[src/rtl/alu_issue.sv]
// rtl/alu_issue.sv - RV32I ALU issue stage: decodes on transfer into a 2-entry in-order buffer.
module alu_issue (
   input  logic        i_clk,
   input  logic        i_rst,
   input  logic        i_valid,
   output logic        o_ready,
   input  logic [31:0] i_instr,
   input  logic [31:0] i_rs1_data,
   input  logic [31:0] i_rs2_data,
   output logic        o_valid,
   input  logic        i_ready,
   output logic [2:0]  o_ctrl,
   output logic [31:0] o_op1,
   output logic [31:0] o_op2,
   output logic [1:0]  o_cmp,
   output logic        o_br_en,
   output logic [2:0]  o_br_funct3,
   output logic        o_illegal
);

   localparam logic [6:0] OPC_OP     = 7'b0110011;
   localparam logic [6:0] OPC_OP_IMM = 7'b0010011;
   localparam logic [6:0] OPC_BRANCH = 7'b1100011;
   localparam logic [6:0] F7_ZERO    = 7'b0000000;
   localparam logic [6:0] F7_ALT     = 7'b0100000;

   localparam logic [2:0] ALU_ADD = 3'b000;
   localparam logic [2:0] ALU_SUB = 3'b001;
   localparam logic [2:0] ALU_AND = 3'b010;
   localparam logic [2:0] ALU_OR  = 3'b011;
   localparam logic [2:0] ALU_XOR = 3'b100;
   localparam logic [2:0] ALU_SRA = 3'b101;
   localparam logic [2:0] ALU_SRL = 3'b110;
   localparam logic [2:0] ALU_SLL = 3'b111;

   typedef struct packed {
      logic [2:0]  ctrl;
      logic [31:0] op1;
      logic [31:0] op2;
      logic [1:0]  cmp;
      logic        br_en;
      logic [2:0]  br_funct3;
      logic        illegal;
   } entry_t;

   function automatic logic [2:0] alu_of(input logic [2:0] f3);
      case (f3)
         3'b000:  alu_of = ALU_ADD;
         3'b001:  alu_of = ALU_SLL;
         3'b010:  alu_of = ALU_SUB;
         3'b011:  alu_of = ALU_SUB;
         3'b100:  alu_of = ALU_XOR;
         3'b101:  alu_of = ALU_SRL;
         3'b110:  alu_of = ALU_OR;
         default: alu_of = ALU_AND;
      endcase
   endfunction

   function automatic logic [1:0] cmp_of(input logic [2:0] f3);
      case (f3)
         3'b010:  cmp_of = 2'b01;
         3'b011:  cmp_of = 2'b10;
         default: cmp_of = 2'b00;
      endcase
   endfunction

   logic [1:0] count_q, count_d;
   entry_t     head_q, head_d;
   entry_t     tail_q, tail_d;
   entry_t     dec;
   logic       ill;
   logic       push, pop;
   logic [6:0] opcode, f7;
   logic [2:0] f3;
   logic       is_shift;

   assign opcode   = i_instr[6:0];
   assign f3       = i_instr[14:12];
   assign f7       = i_instr[31:25];
   assign is_shift = (f3 == 3'b001) || (f3 == 3'b101);

   always_comb begin
      dec = '0;
      ill = 1'b0;
      dec.br_funct3 = f3;
      case (opcode)
         OPC_OP: begin
            dec.op1 = i_rs1_data;
            dec.op2 = is_shift ? {27'b0, i_rs2_data[4:0]} : i_rs2_data;
            if (f7 == F7_ZERO) begin
               dec.ctrl = alu_of(f3);
               dec.cmp  = cmp_of(f3);
            end else if (f7 == F7_ALT && f3 == 3'b000) begin
               dec.ctrl = ALU_SUB;
            end else if (f7 == F7_ALT && f3 == 3'b101) begin
               dec.ctrl = ALU_SRA;
            end else begin
               ill = 1'b1;
            end
         end
         OPC_OP_IMM: begin
            dec.op1  = i_rs1_data;
            dec.op2  = is_shift ? {27'b0, i_instr[24:20]} : {{20{i_instr[31]}}, i_instr[31:20]};
            dec.ctrl = alu_of(f3);
            dec.cmp  = cmp_of(f3);
            // Shift immediates reuse the funct7 field to pick logical vs arithmetic
            if (f3 == 3'b001 && f7 != F7_ZERO) ill = 1'b1;
            if (f3 == 3'b101) begin
               if (f7 == F7_ALT)       dec.ctrl = ALU_SRA;
               else if (f7 != F7_ZERO) ill = 1'b1;
            end
         end
         OPC_BRANCH: begin
            dec.ctrl  = ALU_SUB;
            dec.op1   = i_rs1_data;
            dec.op2   = i_rs2_data;
            dec.br_en = 1'b1;
            if (f3 == 3'b010 || f3 == 3'b011) ill = 1'b1;
         end
         default: ill = 1'b1;
      endcase
      if (ill) begin
         dec = '0;
         dec.illegal   = 1'b1;
         dec.br_funct3 = f3;
      end
   end

   assign o_ready = (count_q != 2'd2);
   assign o_valid = (count_q != 2'd0);
   assign push    = i_valid & o_ready;
   assign pop     = o_valid & i_ready;

   always_comb begin
      count_d = count_q + {1'b0, push} - {1'b0, pop};
      head_d  = head_q;
      tail_d  = tail_q;
      if (pop) head_d = tail_q;
      // New entry lands in the head slot whenever the buffer is empty after this pop
      if (push) begin
         if (count_q == 2'd0 || (count_q == 2'd1 && pop)) head_d = dec;
         else                                             tail_d = dec;
      end
   end

   always_ff @(posedge i_clk or posedge i_rst) begin
      if (i_rst) begin
         count_q <= 2'd0;
         head_q  <= '0;
         tail_q  <= '0;
      end else begin
         count_q <= count_d;
         head_q  <= head_d;
         tail_q  <= tail_d;
      end
   end

   assign o_ctrl      = head_q.ctrl;
   assign o_op1       = head_q.op1;
   assign o_op2       = head_q.op2;
   assign o_cmp       = head_q.cmp;
   assign o_br_en     = head_q.br_en;
   assign o_br_funct3 = head_q.br_funct3;
   assign o_illegal   = head_q.illegal;

endmodule

[config.mk]
export PLATFORM = sky130hd
export DESIGN_NAME = alu_issue
export DESIGN_NICKNAME = d
export VERILOG_FILES = /design/src/rtl/alu_issue.sv
export SDC_FILE = /design/constraint.sdc
export NUM_CORES = 1
export LEC_CHECK = 0
export ABC_AREA = 1
export CORE_UTILIZATION = 50
export CTS_CLUSTER_DIAMETER = 200
export DETAILED_ROUTE_END_ITERATION = 8
export GPL_ROUTABILITY_DRIVEN = 0
export PLACE_DENSITY_LB_ADDON = 0.2
export SLEW_MARGIN = 5
export SYNTH_ARGS = -nofsm -noshare
export SYNTH_HDL_FRONTEND = slang
export SYNTH_SLANG_ARGS = --single-unit
[constraint.sdc]
create_clock -name i_clk -period 6.8 [get_ports i_clk]
set_input_delay 1.36 -clock i_clk [delete_from_list [all_inputs] [get_ports i_clk]]
set_output_delay 1.36 -clock i_clk [all_outputs]
set_load 0.005 [all_outputs]
## Yosys cells after proc, flatten, opt, wreduce, memory -nomap -nowiden

Index checks and enable logic that the tools add are counted.

- Register bits after elaboration: 150
- Output and inout bits: 76
- Logic and storage cells: 72

- Add/sub/neg operators: 2
- Equal/unequal tests: 12
- Mux-type cells: 26
- Bitwise operators: 3
- Reductions and logical operators: 14

Operators with widths:

| cell | number |
|---|---|
| two-way mux 74 bit | 4 |
| one-hot mux 67 bit (3 select lines) | 1 |
| two-way mux 32 bit | 2 |
| one-hot mux 3 bit (6 select lines) | 1 |
| two-way mux 3 bit | 5 |
| == test 7 x 6 -> 1 bit (second input constant) | 2 |
| == test 3 bit (second input constant) | 3 |
| two-way mux 1 bit | 9 |
| one-hot mux 2 bit (2 select lines) | 2 |
| == test 7 x 5 -> 1 bit (second input constant) | 1 |
| == test 7 bit (second input constant) | 1 |
| logical NOT 7 bit | 1 |
| nonzero test 7 bit | 1 |
| == test 3 x 2 -> 1 bit (second input constant) | 2 |
| logical AND 1 bit | 4 |
| == test 3 x 1 -> 1 bit (second input constant) | 1 |
| logical NOT 3 bit | 1 |
| logical OR 1 bit | 3 |
| one-hot mux 1 bit (3 select lines) | 1 |
| adder 2 x 1 -> 2 bit | 1 |
| AND 1 bit | 2 |
| == test 2 x 1 -> 1 bit (second input constant) | 1 |
| logical NOT 2 bit | 1 |
| two-way mux 2 bit | 1 |
| 6 further kinds | 6 |

## Depth between registers and ports, before layout

Gate-level depths: netlist of run 1.

- Word-level depth: 10
- Depth in mapped cells: 12

## Least setup slack after synthesis of run 1

Ideal clock, no wire load.

- Path type: input port to flip-flop
- Start: input port i_ready
- End: register count_q[0]
- Library setup time: 0.126 ns
- Data arrival time: 2.482 ns
- Required time: 6.674 ns
- Slack: 4.192 ns
- Cell stages on the path: 7
- Path through: inv_1 > nor2_1 > buf_2 > buf_2 > ha_1 > inv_1 > ha_1

- Cells in the longest elaborated chain, start to end: 2

Ends and longest elaborated chain:

| element | line | text |
|---|---|---|
| from (decl) | 11 | `input logic i_ready,` |
| AND 1 bit | 132 | `assign pop = o_valid & i_ready;` |
| subtractor 2 x 1 -> 2 bit | 135 | `count_d = count_q + {1'b0, push} - {1'b0, pop};` |
| named net count_d[0] | 67 | `logic [1:0] count_q, count_d;` |
| to (signal assigned) | 152 | `count_q <= count_d;` |
| to (decl) | 67 |  |

The timed path passes the listed nets, and every way through them passes these cells.
A chain may end at the register's enable or synchronous reset.

==> summary.md, run 1 <==
| Metric | Value |
|---|---|
| ANT cells | `0` |
| Core Area | `14,150 um^2` |
| Worst path required time | `7.15 ns` |
| I/O pin count | `176` |
| Setup crit start | `i_instr[28]` |
| Final cycle utilization of the critical path | `56.94%` |
| Max Root-Sink Buffers | `2` |
| Pre-CTS setup slack | `2.590 ns` |
| Initial antenna violation count | `0` |
| Max-slew headroom | `20.78%` |
| Syn Nets | `1,011` |
| Setup violators final | `0` |
| Startpoint types | `input port` |
| TritonCTS Sinks | `150` |
| H-tree lvl count | `4` |
| Shortest period the worst path allows | `3.872 ns` |
| Mapped cell area | `7367 um^2` |
| Hold_buf cts | `0` |
| Worst EP arrival | `4.23 ns` |
| Root buffer cell | `clkbuf_16` |
| Starting Density | `52.06%` |
| Worst-path fanout max | `52` |
| Final setup margin | `2.928 ns` |
| Clock-pin slew on the worst setup and hold paths | `0.06 ns` |
| Hold WC Path Type | `reg -> reg` |
| Sequential fraction of the synthesis area | `50.95%` |
| Fraction of final layout cells sized beyond drive strength 1 | `9.030%` |
| Max Fclk | `258.3 MHz` |
| Slew Viols, Final | `0` |
| Final hold viol count | `0` |
| Crit Path Class | `in -> reg` |
| Leakage Power | `4.798 nW` |
| Antenna-violating nets left | `0` |
| End of the critical path | `o_op1[5]$_DFF_PP0_` |
| Iteration-0 DRC count of the detailed router | `505` |
| Worst setup EP type | `register` |
| Syn Area/Cell | `8.105 um^2` |
| Fraction of registers with async set/reset | `100.0%` |
| Predominant post-synthesis flop cell | `dfrtp_1` |
| Gr usage total | `27.40%` |
| Synth cell types | `27` |
| RSZ-0062 raised after global routing | `no` |
| Hold_ws | `0.4820 ns` |
| MaxCap Viol Count | `0` |
| Routed WL per cell | `16.13 um` |
| Die area | `15,220 um^2` |
| Port bufs | `165` |
| Total Power | `3.437 mW` |
| CTS tree | `done` |
| Layout area overhead | `30.64%` |
| Largest net degree at the start of global routing | `94` |
| RR Endpoint | `tail_q[35]$_DFFE_PP0P_` |
| Worst-Margin Slew | `1.185 ns` |
| Dpl hpwl | `11.73 mm` |
| Die H | `123.4 um` |
| CTS resizes | `0` |
| Number of global-route vias before repair | `6,540` |
| Worst-Skew Late Latency | `0.42 ns` |
| Drt pass-1 iters | `5` |
| Final Net Count | `1,141` |
| Post-CTS setup buffer count | `0` |
| # DRC | `0` |
| R2R depth | `7` |
| Ys Warns | `0` |
| Die span in x | `123.4 um` |
| Setup TNS | `0 ns` |
| Mapped Cells | `909` |
| Flop-to-flop setup slack | `4.08 ns` |
| Max Clock Skew | `0.005861 ns` |
| First-pass GRT wire length | `32.00 mm` |
| Worst vdd ir | `253.6 uV` |
| EDFF count, synth | `0` |
| Pwr/cell area | `357.1 nW/um^2` |
| Vias per cell | `5.459` |
| DR vias | `6,726` |
| #FFs+latches synth | `150` |
| Total gr overflow | `0` |
| Placement Rows | `43` |
| Worst R2R Start | `count_q[0]$_DFF_PP0_` |
| Status | `finished, final reports clean` |
| Routed WL | `19.87 mm` |
| Total CTS buffers | `17` |
==> cell usage in the layout, fill, tap and decap left out, drive strengths merged <==
master and instances:
nand2 288, clkdlybuf4s50 165, dfrtp 150, nand3 148
o21ai 64, inv 50, or2 32, o211ai 32
nor2 28, o21bai 27, clkbuf 20, a21oi 13
buf 9, clkinvlp 5, a22o 4, clkinv 4
a31oi 3, mux2i 2, xnor2 2, ha 2
bufinv 2, nand4 1, o21a 1
==> worst min-delay path by stage <==
stage	startpoint	end	slack, ns	depth (start not counted)
finish	tail_q[56]$_DFFE_PP0P_	tail_q[56]$_DFFE_PP0P_	0.48	2
global route	tail_q[68]$_DFFE_PP0P_	tail_q[68]$_DFFE_PP0P_	0.50	2
CTS	tail_q[7]$_DFFE_PP0P_	tail_q[7]$_DFFE_PP0P_	0.48	2
detailed placement	tail_q[61]$_DFFE_PP0P_	tail_q[61]$_DFFE_PP0P_	0.47	2
global placement	tail_q[69]$_DFFE_PP0P_	tail_q[69]$_DFFE_PP0P_	0.46	2
floorplan	tail_q[48]$_DFFE_PP0P_	tail_q[48]$_DFFE_PP0P_	0.45	2
==> cell type report <==
class | count | area (um^2)
multi-input combinational | 647 | 3154
sequential | 150 | 3754
fill | 1154 | 4526
tap | 180 | 225.2
inverter | 49 | 188.9
clock buffer | 20 | 456.7
clock inverter | 12 | 126.4
timing repair buffer | 174 | 1719
==> through the flow <==
stage                     util, %  instances  area [um^2]
after floorplan                 -        909         7367
after global placement      63.90       1200         9041
after detailed placement    63.90       1200         9041
after CTS                   68.02       1232         9624
after global routing        68.02       1232         9624
final                       68.02       1232         9624
==> worst max-delay path: stages <==
cell and delay [ns]:
clkdlybuf4s50_1 0.43, nor2_1 0.13, nand2_1 0.10, nor2_1 0.20
nand2_2 0.12, nand4_4 0.12, inv_2 0.06, nor2_4 0.90
buf_4 0.52, nand3_1 0.15, nand2_1 0.10
==> cells by family (layout without fill, tap and decap cells) <==
logic type	Yosys count	count (layout)	share of synthesized area, %
adders and majority gates	2	2	0.3396
DFF	150	150	50.95
and+or+nand+nor	497	497	29.60
xor gates and xnor gates	2	2	0.2378
AOI/OAI and AO/OA	144	144	12.13
muxes	2	2	0.2717
buffers and inverters	112	255	6.471
==> flip-flops by register name, summed over array words and instances (netlist names) <==
| register | flops |
|---|---|
| tail_q | 74 |
| o_op1 | 32 |
| o_op2 | 32 |
| o_br_funct3 | 3 |
| o_ctrl | 3 |
| count_q | 2 |
| o_cmp | 2 |
| o_br_en | 1 |
| o_illegal | 1 |
==> cells in the mapped netlist (2+ instances only) <==
master / n / area, um^2
a21oi_1: 12 / 60.06
a22o_1: 4 / 35.03
a31oi_1: 3 / 18.77
buf_1: 14 / 52.55
buf_2: 15 / 75.07
buf_6: 5 / 56.30
clkbuf_1: 29 / 108.9
dfrtp_1: 150 / 3754
ha_1: 2 / 25.02
inv_1: 40 / 150.1
inv_2: 9 / 33.78
mux2i_1: 2 / 20.02
nand2_1: 285 / 1070
nand2_2: 3 / 18.77
nand3_1: 148 / 740.7
nor2_1: 24 / 90.09
nor2_4: 3 / 33.78
o211ai_1: 32 / 240.2
o21ai_0: 61 / 305.3
o21ai_1: 3 / 15.01
o21bai_1: 27 / 202.7
or2_2: 32 / 200.2
xnor2_1: 2 / 17.52
==> where the power goes <==
group | leakage, nW | switching, mW | internal, mW
Sequential | 2.00 | 0.127 | 1.12
Combinational | 2.53 | 0.613 | 0.650
Clock | 0.274 | 0.373 | 0.558
==> metal layers <==
layer	track usage, %	part of all wire (%)	up-vias
met5	0	0	-
met4	8.735	1.2	0
met3	4.797	4.3	18
met2	44.41	48	189
met1	37.36	46	3264
li1	-	-	3255
No activity file was read; power rests on OpenSTA's default activity.
==> inputs of run 2 (changes only) <==
- CORE_UTILIZATION: 50 -> 45
- clock period: 6.8 -> 3.2 ns (I/O delays scaled with it)
==> summary.md, run 2 (synthesized netlist as in run 1, its figures left out) <==
| Metric | Value |
|---|---|
| Status | `finished, final reports clean` |
| Die area | `16,890 um^2` |
| Worst setup EP type | `register` |
| Combinational Power Share | `36.7%` |
| Worst EP arrival | `2.71 ns` |
| Placed Area | `9235 um^2` |
| Final hold viol count | `0` |
| Shortest period the worst path allows | `2.349 ns` |
| Setup violators final | `0` |
| Worst vdd ir | `489.7 uV` |
| RSZ-0062 raised after global routing | `no` |
| Total gr overflow | `0` |
| Startpoint types | `input port` |
| P_int | `5.138 mW` |
| Pwr/cell area | `763.2 nW/um^2` |
| Antenna-violating nets left | `0` |
| Crit Path Class | `in -> reg` |
| MaxCap Viol Count | `0` |
| Die span in x | `130.0 um` |
| CTS tree | `done` |
| First-pass GRT wire length | `32.23 mm` |
| Final setup margin | `0.8513 ns` |
| Setup TNS | `0 ns` |
| Total Power | `7.522 mW` |
| Max Clock Skew | `0.01010 ns` |
| TritonCTS Sinks | `150` |
| Die H | `130.0 um` |
| Layout area overhead | `33.78%` |
| Max Fclk | `425.8 MHz` |
| Worst-Skew Late Latency | `0.42 ns` |
| Max reg flops | `74` |
| Routed WL | `19.95 mm` |
| Clock share of power | `28.2%` |
| Hold_ws | `0.4794 ns` |
| # DRC | `0` |
| Total CTS buffers | `17` |
| Vias per cell | `5.273` |
| Switching part of the total power | `31.69%` |
| Fin area | `9856 um^2` |
| Leakage Power | `4.881 nW` |
| Crit-path slowest cell | `nor2_4` |
| Fraction of final layout cells sized beyond drive strength 1 | `9.802%` |
| Sw power | `2.384 mW` |
| Placed cells | `1,246` |
| Routed WL per cell | `15.62 um` |
| Initial antenna violation count | `0` |
| Post-CTS setup buffer count | `0` |
| Largest net degree at the start of global routing | `127` |
| CTS resizes | `0` |
| Top cell family by delay on the critical path | `buffers and inverters` |
| Hold WC Path Type | `reg -> reg` |
| Seq pwr share | `35.0%` |
| Core Area | `15,940 um^2` |
| Pre-CTS setup slack | `0.4239 ns` |
| Number of global-route vias before repair | `6,500` |
| Clock-pin slew on the worst setup and hold paths | `0.06 ns` |
| ANT cells | `0` |
| Starting Density | `46.21%` |
| Root buffer cell | `clkbuf_16` |
| Final Net Count | `1,151` |
| Final cycle utilization of the critical path | `73.40%` |
| Hold_buf cts | `0` |
| Iteration-0 DRC count of the detailed router | `569` |
| Most frequent cells in the layout | `284 x nand2_1, 165 x clkdlybuf4s50_1, 150 x dfrtp_1` |
| Drt pass-1 iters | `5` |
| Worst path required time | `3.56 ns` |
| DR vias | `6,734` |
| Max-slew headroom | `47.33%` |
| Critical path buffers and inverters | `3` |
| Port bufs | `165` |
| Slew Viols, Final | `0` |
| Util after Layout | `61.82%` |
| Worst-Margin Slew | `0.7881 ns` |
| Max incr delay on CP | `0.63 ns` |
| CP cell instances | `clkdlybuf4s50_1 -> inv_1 -> a21oi_1 -> nor2_4 -> buf_4 -> nand3_1 -> nand2_1` |
| H-tree lvl count | `4` |
| Placement Rows | `46` |
| Finished Layout Cells | `1,277` |
| Max Root-Sink Buffers | `2` |
| Gr usage total | `24.75%` |
| Biggest register | `tail_q` |
| I/O pin count | `176` |
| Dpl hpwl | `12.41 mm` |
| Worst-path fanout max | `37` |
| Most common cell after layout, fill and taps aside | `nand2_1` |
[run 2: power groups by stage]
| stage | Combinational, mW | Sequential, mW | Clock [mW] |
|---|---|---|---|
| after detailed placement | 2.77 | 2.67 | 0 |
| after global placement | 2.74 | 2.65 | 0 |
| after CTS | 2.79 | 2.64 | 2.15 |
| final | 2.76 | 2.63 | 2.12 |
| after global routing | 3.04 | 2.69 | 2.23 |
| after floorplan | 1.30 | 2.66 | 0 |
[run 2: worst paths after layout]
kind	end	depth (start not counted)	slack, ns	start
worst max-delay path	tail_q[47]$_DFFE_PP0P_	7	0.85	i_ready
worst min-delay path	tail_q[58]$_DFFE_PP0P_	2	0.48	tail_q[58]$_DFFE_PP0P_
worst max register to register	tail_q[47]$_DFFE_PP0P_	7	1.11	count_q[0]$_DFF_PP0_
worst min register to register	tail_q[58]$_DFFE_PP0P_	2	0.48	tail_q[58]$_DFFE_PP0P_
max in group asynchronous	tail_q[15]$_DFFE_PP0P_	3	1.97	i_rst
min in group asynchronous	o_op2[27]$_DFF_PP0_	2	0.57	i_rst
[run 2: layer usage]
layer | track usage (%) | share of wire (%)
met1 | 32.37 | 45
met2 | 40.77 | 48
met3 | 4.756 | 5.2
met4 | 9.576 | 2.0
met5 | 0 | 0
[run 2: area by class of cell]
class	count	area [um^2]
fill	1437	6087
sequential	150	3754
multi-input combinational	647	3154
timing repair buffer	184	1869
clock buffer	19	442.9
tap	216	270.3
inverter	49	187.7
clock inverter	12	177.7
[run 2: worst reg2reg max path, stage by stage (launching register included)]
cell	delay (ns)
dfrtp_1	0.39
inv_1	0.05
nand2_1	0.07
nand2_1	0.10
nor2_4	0.64
buf_4	0.52
nand3_1	0.16
nand2_1	0.10
==> inputs of run 3 (changes only) <==
- clock period: 3.2 -> 2.1 ns (I/O delays scaled with it)
==> summary.md, run 3 (synthesized netlist as in run 1, its figures left out) <==
| Metric | Value |
|---|---|
| Status | `finished, final reports clean` |
| Hold_ws | `0.3113 ns` |
| Final hold viol count | `0` |
| Port bufs | `165` |
| ANT cells | `0` |
| Total gr overflow | `0` |
| Most frequent cells in the layout | `284 x nand2_1, 165 x clkdlybuf4s50_1, 150 x dfrtp_1` |
| Leakage Power | `5.150 nW` |
| Die H | `130.0 um` |
| Root buffer cell | `clkbuf_16` |
| Storage cell area | `3754 um^2` |
| Routed WL | `20.12 mm` |
| Starting Density | `46.21%` |
| Total CTS buffers | `17` |
| Final cycle utilization of the critical path | `93.11%` |
| Placement Rows | `46` |
| First-pass GRT wire length | `32.83 mm` |
| Max reg flops | `74` |
| Worst-Margin Slew | `0.3461 ns` |
| Worst-path fanout max | `4` |
| RSZ-0062 raised after global routing | `no` |
| Fraction of final layout cells sized beyond drive strength 1 | `13.33%` |
| Multi-input gate area | `3157 um^2` |
| Worst EP arrival | `1.54 ns` |
| Initial antenna violation count | `0` |
| Setup violators final | `0` |
| Gr usage total | `25.01%` |
| Worst-Skew Late Latency | `0.42 ns` |
| # DRC | `0` |
| MaxCap Viol Count | `0` |
| Routed WL per cell | `15.25 um` |
| Final Net Count | `1,192` |
| Hold WC Path Type | `in -> async` |
| Crit Path Class | `reg -> out` |
| Worst vdd ir | `582.1 uV` |
| TritonCTS Sinks | `150` |
| Pre-CTS setup slack | `-0.2081 ns` |
| Max Root-Sink Buffers | `2` |
| Max-slew headroom | `76.84%` |
| Startpoint types | `register` |
| Dpl hpwl | `13.29 mm` |
| CTS tree | `done` |
| Shortest period the worst path allows | `1.955 ns` |
| Post-CTS setup buffer count | `0` |
| I/O pin count | `176` |
| Max Clock Skew | `0.007063 ns` |
| Setup TNS | `0 ns` |
| Worst path required time | `1.68 ns` |
| Die span in x | `130.0 um` |
| Max Fclk | `511.4 MHz` |
| Layout area overhead | `40.00%` |
| Util after Layout | `64.69%` |
| Core Area | `15,940 um^2` |
| Vias per cell | `5.268` |
| Most common cell after layout, fill and taps aside | `nand2_1` |
| Iteration-0 DRC count of the detailed router | `562` |
| Final setup margin | `0.1447 ns` |
| Worst setup EP type | `primary output` |
| DR vias | `6,949` |
| Biggest register | `tail_q` |
| Pwr/cell area | `1125 nW/um^2` |
| Slew Viols, Final | `0` |
| Antenna-violating nets left | `0` |
| Number of global-route vias before repair | `6,643` |
| H-tree lvl count | `4` |
| Largest net degree at the start of global routing | `60` |
| Clock-pin slew on the worst setup and hold paths | `0.06 ns` |
| Fillers | `1,377` |
| Die area | `16,890 um^2` |
| Drt pass-1 iters | `5` |
==> run 3: cell count changes in the layout (fill, tap and decap cells not counted), sizes merged <==
| cell | change |
|---|---|
| inv | +1 |
| clkbuf | -1 |
| buf | +41 |
| clkinv | +4 |
| bufinv | -1 |
| clkinvlp | -2 |
==> run 3: layout make-up <==
type / instances / area share [%]
Sequential cell: 150 / 36.39
Inverter: 49 / 1.820
Multi-Input combinational cell: 647 / 30.61
Clock inverter: 14 / 1.711
Timing Repair Buffer: 225 / 22.69
Tap cell: 216 / 2.620
Clock buffer: 18 / 4.161
==> run 3: worst max-delay path, cell delays in order (launching register included) <==
cell             delay [ns]
dfrtp_1                0.42
nor2_2                 0.19
inv_1                  0.06
clkdlybuf4s50_1        0.45
==> run 3: final timing paths <==
| kind | slack, ns | cells after the start | from | endpoint |
|---|---|---|---|---|
| setup reg to reg | 0.58 | 6 | count_q[1]$_DFF_PP0_ | o_op2[4]$_DFF_PP0_ |
| setup / recovery | 0.14 | 3 | count_q[1]$_DFF_PP0_ | o_valid |
| hold reg to reg | 0.48 | 2 | tail_q[48]$_DFFE_PP0P_ | tail_q[48]$_DFFE_PP0P_ |
| min in group i_clk | 0.48 | 2 | tail_q[48]$_DFFE_PP0P_ | tail_q[48]$_DFFE_PP0P_ |
| max in group asynchronous | 1.20 | 3 | i_rst | o_op1[14]$_DFF_PP0_ |
| hold / removal | 0.31 | 2 | i_rst | o_op2[13]$_DFF_PP0_ |
==> run 3: where the power goes <==
part / total [mW] / leakage [nW] / switching [mW] / internal [mW]
sequential: 4.02 / 2.00 / 0.403 / 3.61
clock: 3.12 / 0.291 / 1.24 / 1.88
combinational: 4.47 / 2.86 / 2.07 / 2.40
==> run 3: routing by layer <==
| metal | track usage (%) | vias up | wire length [um] |
|---|---|---|---|
| met3 | 4.387 | 37 | 1133 |
| li1 | - | 3360 | - |
| met1 | 33.32 | 3302 | 8786 |
| met4 | 8.550 | 0 | 435 |
| met2 | 41.30 | 250 | 9762 |
| met5 | 0 | - | 0 |
==> run 3: what timing repair did <==
action                                 CTS  global route
hold buffers                             0             0
resized for setup                        0             1
endpoints found under the hold margin    0             0
setup endpoints to repair                0             1
==> run 3: stage by stage <==
stage          std cells  cell area, um^2  power (mW)
2_1_floorplan        909             7371       6.033
3_3_place_gp        1287             9706       8.464
3_5_place_dp        1287             9706       8.517
4_1_cts             1319            10310       11.69
5_1_grt             1319            10310       12.28
6_report            1319            10310       11.60
